<file path="src/rtl/alu_serial_rx.sv">
// Deserializer for the ALU serial command link: rebuilds operands A/B and the op
// from 8 data frames + 1 command frame, checks framing, count, CRC4 and op legality.
//
// state     | meaning
// S_IDLE    | waiting for a start bit (or for sin high after a framing error)
// S_TYPE    | sampling the frame type bit
// S_PAYLOAD | shifting in 8 payload bits, MSB first
// S_STOP    | sampling the stop bit and processing the frame
`timescale 1ns/1ps
module alu_serial_rx #(
  parameter int DATA_FRAMES = 8,
  parameter int OP_W        = 3
) (
  input  logic            clk,
  input  logic            rst,
  input  logic            sin,
  output logic [31:0]     a,
  output logic [31:0]     b,
  output logic [OP_W-1:0] op,
  output logic            out_valid,
  output logic            err_data,
  output logic            err_crc,
  output logic            err_op
);

  localparam int CNT_W = $clog2(DATA_FRAMES + 2);
  localparam int HALF  = DATA_FRAMES / 2;

  typedef enum logic [1:0] {S_IDLE, S_TYPE, S_PAYLOAD, S_STOP} state_t;

  state_t            state_q, state_d;
  logic [2:0]        bit_cnt_q, bit_cnt_d;
  logic              type_q, type_d;
  logic [7:0]        shift_q, shift_d;
  logic [CNT_W-1:0]  cnt_q, cnt_d;
  logic [3:0]        crc_q, crc_d;
  logic [31:0]       a_sh_q, a_sh_d;
  logic [31:0]       b_sh_q, b_sh_d;
  logic              wait_hi_q, wait_hi_d;
  logic [31:0]       a_q, a_d;
  logic [31:0]       b_q, b_d;
  logic [OP_W-1:0]   op_q, op_d;
  logic              valid_q, valid_d;
  logic              err_data_q, err_data_d;
  logic              err_crc_q, err_crc_d;
  logic              err_op_q, err_op_d;

  logic [OP_W-1:0]   op_rx;
  logic [3:0]        crc_fin;
  logic              op_legal;
  logic              e_data, e_crc, e_op;

  // x^4 + x + 1, one message bit per step
  function automatic logic [3:0] crc_step(input logic [3:0] c, input logic d);
    logic fb;
    fb = c[3] ^ d;
    return {c[2], c[1], c[0] ^ fb, fb};
  endfunction

  always_comb begin
    state_d    = state_q;
    bit_cnt_d  = bit_cnt_q;
    type_d     = type_q;
    shift_d    = shift_q;
    cnt_d      = cnt_q;
    crc_d      = crc_q;
    a_sh_d     = a_sh_q;
    b_sh_d     = b_sh_q;
    wait_hi_d  = wait_hi_q;
    a_d        = a_q;
    b_d        = b_q;
    op_d       = op_q;
    valid_d    = 1'b0;
    err_data_d = err_data_q;
    err_crc_d  = err_crc_q;
    err_op_d   = err_op_q;

    // The trailing marker bit and op bits are folded in here, unrolled, at the command stop bit
    op_rx   = shift_q[OP_W+3:4];
    crc_fin = crc_step(crc_q, 1'b1);
    for (int i = OP_W - 1; i >= 0; i--) begin
      crc_fin = crc_step(crc_fin, op_rx[i]);
    end
    op_legal = (op_rx == OP_W'(0)) || (op_rx == OP_W'(1)) ||
               (op_rx == OP_W'(4)) || (op_rx == OP_W'(5));
    e_data   = (cnt_q != CNT_W'(DATA_FRAMES));
    e_crc    = !e_data && (crc_fin != shift_q[3:0]);
    e_op     = !e_data && !e_crc && !op_legal;

    case (state_q)
      S_IDLE: begin
        if (wait_hi_q) begin
          if (sin) wait_hi_d = 1'b0;
        end else if (!sin) begin
          state_d = S_TYPE;
        end
      end
      S_TYPE: begin
        type_d    = sin;
        bit_cnt_d = 3'd7;
        state_d   = S_PAYLOAD;
      end
      S_PAYLOAD: begin
        shift_d = {shift_q[6:0], sin};
        if (!type_q && (cnt_q < CNT_W'(DATA_FRAMES))) crc_d = crc_step(crc_q, sin);
        if (bit_cnt_q == 3'd0) state_d = S_STOP;
        else                   bit_cnt_d = bit_cnt_q - 3'd1;
      end
      S_STOP: begin
        state_d = S_IDLE;
        if (!sin) begin
          valid_d    = 1'b1;
          err_data_d = 1'b1;
          err_crc_d  = 1'b0;
          err_op_d   = 1'b0;
          cnt_d      = '0;
          crc_d      = '0;
          wait_hi_d  = 1'b1;
        end else if (!type_q) begin
          if (cnt_q < CNT_W'(DATA_FRAMES)) begin
            cnt_d = cnt_q + CNT_W'(1);
            if (cnt_q < CNT_W'(HALF)) b_sh_d = {b_sh_q[23:0], shift_q};
            else                      a_sh_d = {a_sh_q[23:0], shift_q};
          end else begin
            cnt_d = CNT_W'(DATA_FRAMES + 1);
          end
        end else begin
          valid_d    = 1'b1;
          op_d       = op_rx;
          err_data_d = e_data;
          err_crc_d  = e_crc;
          err_op_d   = e_op;
          if (!e_data && !e_crc && !e_op) begin
            a_d = a_sh_q;
            b_d = b_sh_q;
          end
          cnt_d = '0;
          crc_d = '0;
        end
      end
      default: state_d = S_IDLE;
    endcase
  end

  always_ff @(posedge clk) begin
    if (rst) begin
      state_q    <= S_IDLE;
      bit_cnt_q  <= '0;
      type_q     <= 1'b0;
      shift_q    <= '0;
      cnt_q      <= '0;
      crc_q      <= '0;
      a_sh_q     <= '0;
      b_sh_q     <= '0;
      wait_hi_q  <= 1'b0;
      a_q        <= '0;
      b_q        <= '0;
      op_q       <= '0;
      valid_q    <= 1'b0;
      err_data_q <= 1'b0;
      err_crc_q  <= 1'b0;
      err_op_q   <= 1'b0;
    end else begin
      state_q    <= state_d;
      bit_cnt_q  <= bit_cnt_d;
      type_q     <= type_d;
      shift_q    <= shift_d;
      cnt_q      <= cnt_d;
      crc_q      <= crc_d;
      a_sh_q     <= a_sh_d;
      b_sh_q     <= b_sh_d;
      wait_hi_q  <= wait_hi_d;
      a_q        <= a_d;
      b_q        <= b_d;
      op_q       <= op_d;
      valid_q    <= valid_d;
      err_data_q <= err_data_d;
      err_crc_q  <= err_crc_d;
      err_op_q   <= err_op_d;
    end
  end

  assign a         = a_q;
  assign b         = b_q;
  assign op        = op_q;
  assign out_valid = valid_q;
  assign err_data  = err_data_q;
  assign err_crc   = err_crc_q;
  assign err_op    = err_op_q;

endmodule

</file>
<file path="config.mk">
export PLATFORM = sky130hd
export DESIGN_NAME = alu_serial_rx
export DESIGN_NICKNAME = d
export VERILOG_FILES = /design/src/rtl/alu_serial_rx.sv
export SDC_FILE = /design/constraint.sdc
export NUM_CORES = 1
export LEC_CHECK = 0
export CELL_PAD_IN_SITES_DETAIL_PLACEMENT = 1
export CELL_PAD_IN_SITES_GLOBAL_PLACEMENT = 1
export CORE_ASPECT_RATIO = 0.5
export CORE_MARGIN = 4
export CORE_UTILIZATION = 25
export DETAILED_ROUTE_END_ITERATION = 6
export GPL_TIMING_DRIVEN = 0
export PLACE_DENSITY = 0.51
export SKIP_LAST_GASP = 1
export SLEW_MARGIN = 20
export SYNTH_ARGS = -nofsm -noshare
export SYNTH_HDL_FRONTEND = slang
export SYNTH_SLANG_ARGS = --single-unit
export TNS_END_PERCENT = 20
</file>
<file path="constraint.sdc">
create_clock -name clk -period 3.4 [get_ports clk]
set_clock_uncertainty 0.1 [all_clocks]
set_input_delay 1.02 -clock clk [delete_from_list [all_inputs] [get_ports clk]]
set_output_delay 1.02 -clock clk [all_outputs]
set_load 0.01 [all_outputs]
</file>
# After elaboration in Yosys (flattened, before gate mapping)
# Index checks and enable logic that the tools add are counted.
[op_classes]
n_reduce_logical = 29
n_mux = 25
n_eq_ne = 16
order_cmp = 2
n_bitwise = 13
add_sub_neg = 2
[op_table]
columns = ["op", "n"]
rows = [
  ["4-bit 2-to-1 mux", 6],
  ["2-bit inequality test, second input constant", 6],
  ["1-bit 2-to-1 mux", 11],
  ["5-bit AND reduction", 2],
  ["3-bit AND reduction", 3],
  ["1-bit XOR", 9],
  ["2-bit one-hot mux with 4 select lines", 1],
  ["4-bit one-hot mux with 2 select lines", 1],
  ["3-bit equality test, second input constant", 2],
  ["3-bit logical NOT", 2],
  ["2-bit 2-to-1 mux", 3],
  ["3-bit one-hot mux with 2 select lines", 1],
  ["2-bit AND reduction", 3],
  ["2-bit nonzero test", 3],
  ["1-bit logical AND", 5],
  ["1-bit logical NOT", 5],
  ["4-bit by 1-bit adder with 4-bit output, second input constant", 1],
  ["2-bit equality test, second input constant", 2],
  ["4-bit by 3-bit less-than comparator with 1-bit output, second input constant", 1],
  ["4-bit less-than comparator, second input constant", 1],
  ["4-bit inequality test", 1],
  ["4-bit inequality test, second input constant", 1],
  ["1-bit NOT", 4],
  ["4-bit AND reduction", 1],
  ["10 further kinds", 12],
]
[totals]
regBits = 158
elab_cells = 103
inputBits = 3
output_inout_bits = 71

# Depth between registers and ports, before layout
[logic_depth]
ltp_word = 12
ltp_mapped = 8

# Worst setup path before layout
# Ideal clock, no wire load.
[synth_path]
kind = "in2reg"
from = "input port sin"
to = "register b_sh_q[5]"
t_arrival_ns = 2.362
slack_ns = 0.868
stages = 6
n_path_buf = 2
setup_time_ns = 0.070
path_cell_list = "clkbuf_1 -> or3b_1 -> nor2_1 -> clkbuf_1 -> nand2_1 -> a21oi_1"
[synth_between]
elab_chain_len = 1
[synth_rtl]
columns = ["item", "line_no", "source"]
rows = [
  ["start, declared", "16", "input logic sin,"],
  ["5-bit AND reduction (no source line)", "--", ""],
  ["end signal, assigned", "171", "b_sh_q <= b_sh_d;"],
  ["end, declared", "38", "logic [31:0] b_sh_q, b_sh_d;"],
]
# No other way between the ends.
# A chain may end at the register's enable or synchronous reset.

# Final worst setup path
[layout_path]
from = "input port sin"
to = "register b_sh_q[25]"
# The elaborated chain is that of the path after synthesis.

==> results.json <==
{
  "outcome": "finished, final reports clean",
  "critPathBufInv": 3,
  "numCtsBuffers": 17,
  "cts.sinks": 158,
  "critPathRequiredTime_ns": 3.66,
  "drt_iter0_markers": 248,
  "p_total_mw": 4.417,
  "syn_inst": 716,
  "hold_depth": 2,
  "yosys-top-cells-area": "dfxtp_1 50%, nand2_1 16%, mux2i_1 13%",
  "syn_nets": 727,
  "highest_layer": "met4",
  "grt_overflow": 0,
  "fin_crit_sh": 0.9566,
  "syn_area_um2": 6269,
  "cpLargestDelayFamily": "buffers and inverters",
  "htree_num_levels": 4,
  "maxCapViolCount": 0,
  "num_io_pins": 74,
  "ys.flop_type": "dfxtp_1",
  "m1WireLength_um": 9459,
  "yosysWarnings": 0,
  "cts_root_buf": "clkbuf_16",
  "cts_tree": "built",
  "fin_tns_setup_ns": 0,
  "endpoint_kind": "flop",
  "clock.fmax_mhz": 307.5,
  "wl_um": 17850,
  "postLayoutCoreUtil": 0.3313,
  "ir_drop_mv": 0.3467,
  "multi_input_area_um2": 2766,
  "fin_cells": 1157,
  "ys_async_sr_fraction": 0,
  "hold_viol": 0,
  "ctsHoldBuffers": 0,
  "clk_pin_slew_ns": 0.06,
  "ys_ff_latch": 158,
  "routedWlPerCell_um": 15.43,
  "via_per_inst": 4.299,
  "dieArea_um2": 27830,
  "clkLatencyLatePin_ns": 0.44,
  "placed_cell_area_um2": 7420,
  "critPathMaxStageDelay_ns": 0.50,
  "synth_cell_types": 40,
  "post-synth-top-area-fraction": 0.5046,
  "slew_headroom": 0.4794,
  "period_needed_ns": 3.252,
  "globalplace.congestion": 0.7096,
  "rrSetupSlack_ns": 0.81,
  "drv_slew": 0,
  "cp-startpoint": "sin",
  "hold_path_end": "a[21]",
  "startpoint_type": "primary input",
  "grt_first_pass_wirelength_um": 29110,
  "ant_nets": 0,
  "synth_largest_area_cell": "dfxtp_1",
  "drc": 0,
  "seq_area_frac_synth": 0.5046,
  "firstDrtPassIters": 4,
  "cp_slowest_cell": "clkdlybuf4s50_1",
  "num-fill-cells": 2864,
  "vias": 4974,
  "powerDensity_nw_per_um2": 548.0,
  "final_area_um2": 8059,
  "worst_path_most_repeated_cell": "clkbuf_1",
  "synth_edf_count": 0,
  "synth.most_common_cell": "nand2_1",
  "io_buffers": 73,
  "syn-mean-instance-area_um2": 8.755,
  "ys_top_cells_by_count": "260 x nand2_1, 158 x dfxtp_1, 81 x mux2i_1",
  "r2r_cells": 7,
  "min_path_type": "flop to flop",
  "dp_cells": 1125,
  "reg2reg_from": "shift_q[5]",
  "dp_hpwl_um": 13170,
  "fin_nets": 819,
  "crit_path_cell_trace": "clkdlybuf4s50_1 > clkbuf_1 > or3b_1 > nor2_1 > clkbuf_1 > nand2_1 > a21oi_1",
  "die_h_um": 120.0,
  "core_region_area_um2": 24320,
  "initial_core_util": 0.2577,
  "diodes": 0,
  "tightestPinTransition_ns": 0.7808,
  "cp_max_fo": 10,
  "rows": 40,
  "met3_length_um": 586,
  "cts_setup_buffers": 0,
  "gr-usage-all-layers": 0.1347,
  "r2r_end": "b[3]",
  "dr_wl_met2_um": 7542,
  "rsz0062_at_grt": "true",
  "layout-drive-gt1-share": 0.05359,
  "antenna_found_initial": 0,
  "seq_area_um2": 3163,
  "die_w_um": 231.9,
  "critical_path_class": "primary input to flop",
  "min-delay-start": "a[21]",
  "cp.arrival_ns": 3.51,
  "area.growth.synth_to_final_pct": 28.56,
  "grt_pass1_vias": 5242,
  "cts_buffer_depth": 2,
  "p_leak_nw": 2.560,
  "finalSetupViolCount": 0,
  "grt_max_degree": 17
}
==> metal layers <==
metal  global-route usage  vias to the layer above
met4              0.04700                        0
met5                    0                        -
met2               0.2002                       47
met3              0.03416                       20
met1               0.1892                     2378
li1                     -                     2529
==> worst max path at each step <==
stage                     depth (start not counted)          to
final                                             7  b_sh_q[25]
after global placement                            7  b_sh_q[19]
after global routing                              7  b_sh_q[25]
after CTS                                         7  b_sh_q[25]
after floorplan                                   6   b_sh_q[5]
after detailed placement                          7  b_sh_q[19]
==> cells by family after synthesis <==
group                      count (synthesis)  synth area share
buffers and inverters                     60           0.05409
adders and majority gates                  8           0.01597
and+or+nand+nor                          310            0.1978
DFF                                      158            0.5046
AOI/OAI and AO/OA                         87           0.07904
muxes                                     81            0.1293
xor gates and xnor gates                  12           0.01916
==> placed cells by master, fill, tap and decap left out, types with 2 or more instances in the layout <==
cell type	instances
clkbuf_8	2
ha_1	8
nand2b_1	5
clkinv_2	3
xnor2_1	9
nor2b_1	3
nand3_1	5
inv_1	8
xor2_1	2
mux2i_1	81
dfxtp_1	158
clkbuf_16	17
inv_6	2
nor2_1	22
o21ai_0	3
clkinvlp_4	2
a21oi_1	71
nor3_1	4
nor4b_1	2
bufinv_16	4
clkinv_4	2
buf_12	7
nand2_1	260
a211oi_1	3
clkdlybuf4s50_1	73
clkbuf_1	42
==> through the flow <==
| step | worst slack [ns] | hold slack, ns |
|---|---|---|
| finish | 0.1477 | 0.3546 |
| global route | -0.02661 | 0.3761 |
| CTS | 0.1383 | 0.3610 |
| detailed placement | -0.2842 | 0.3510 |
| global placement | -0.2846 | 0.3457 |
| floorplan | 0.8678 | 0.3366 |
==> flip-flops by register name, summed over array words and instances (netlist names), 4 cells and up <==
| name | count |
|---|---|
| a | 32 |
| a_sh_q | 32 |
| b | 32 |
| b_sh_q | 32 |
| shift_q | 8 |
| cnt_q | 4 |
| crc_q | 4 |
==> worst register-to-register path, delay by kind of cell (launching register included) <==
kind	cells	cell delay, ns
and+or+nand+nor	1	0.42
xor gates and xnor gates	1	0.32
muxes	1	0.21
buffers and inverters	3	0.76
DFF	1	0.30
AOI/OAI and AO/OA	1	0.41
==> report_power, final <==
part	switching, mW	leakage (nW)	internal [mW]
registers	0.0384	1.27	1.89
clock network	0.806	0.310	1.27
logic	0.253	0.977	0.159
==> layout make-up <==
cell class	instances	share of cell area
clock inverter	13	0.02298
buffer	51	0.03804
timing repair buffer	73	0.09067
clock buffer	19	0.05620
multi-input combinational	498	0.3433
sequential	158	0.3925
tap	336	0.05217
inverter	9	0.004192
==> repair_timing <==
item,4_1_cts,5_1_grt
endpoints found under the setup margin,0,2
hold endpoints to repair,0,0
resized for setup,0,2
(Power assumes the default switching activity.)
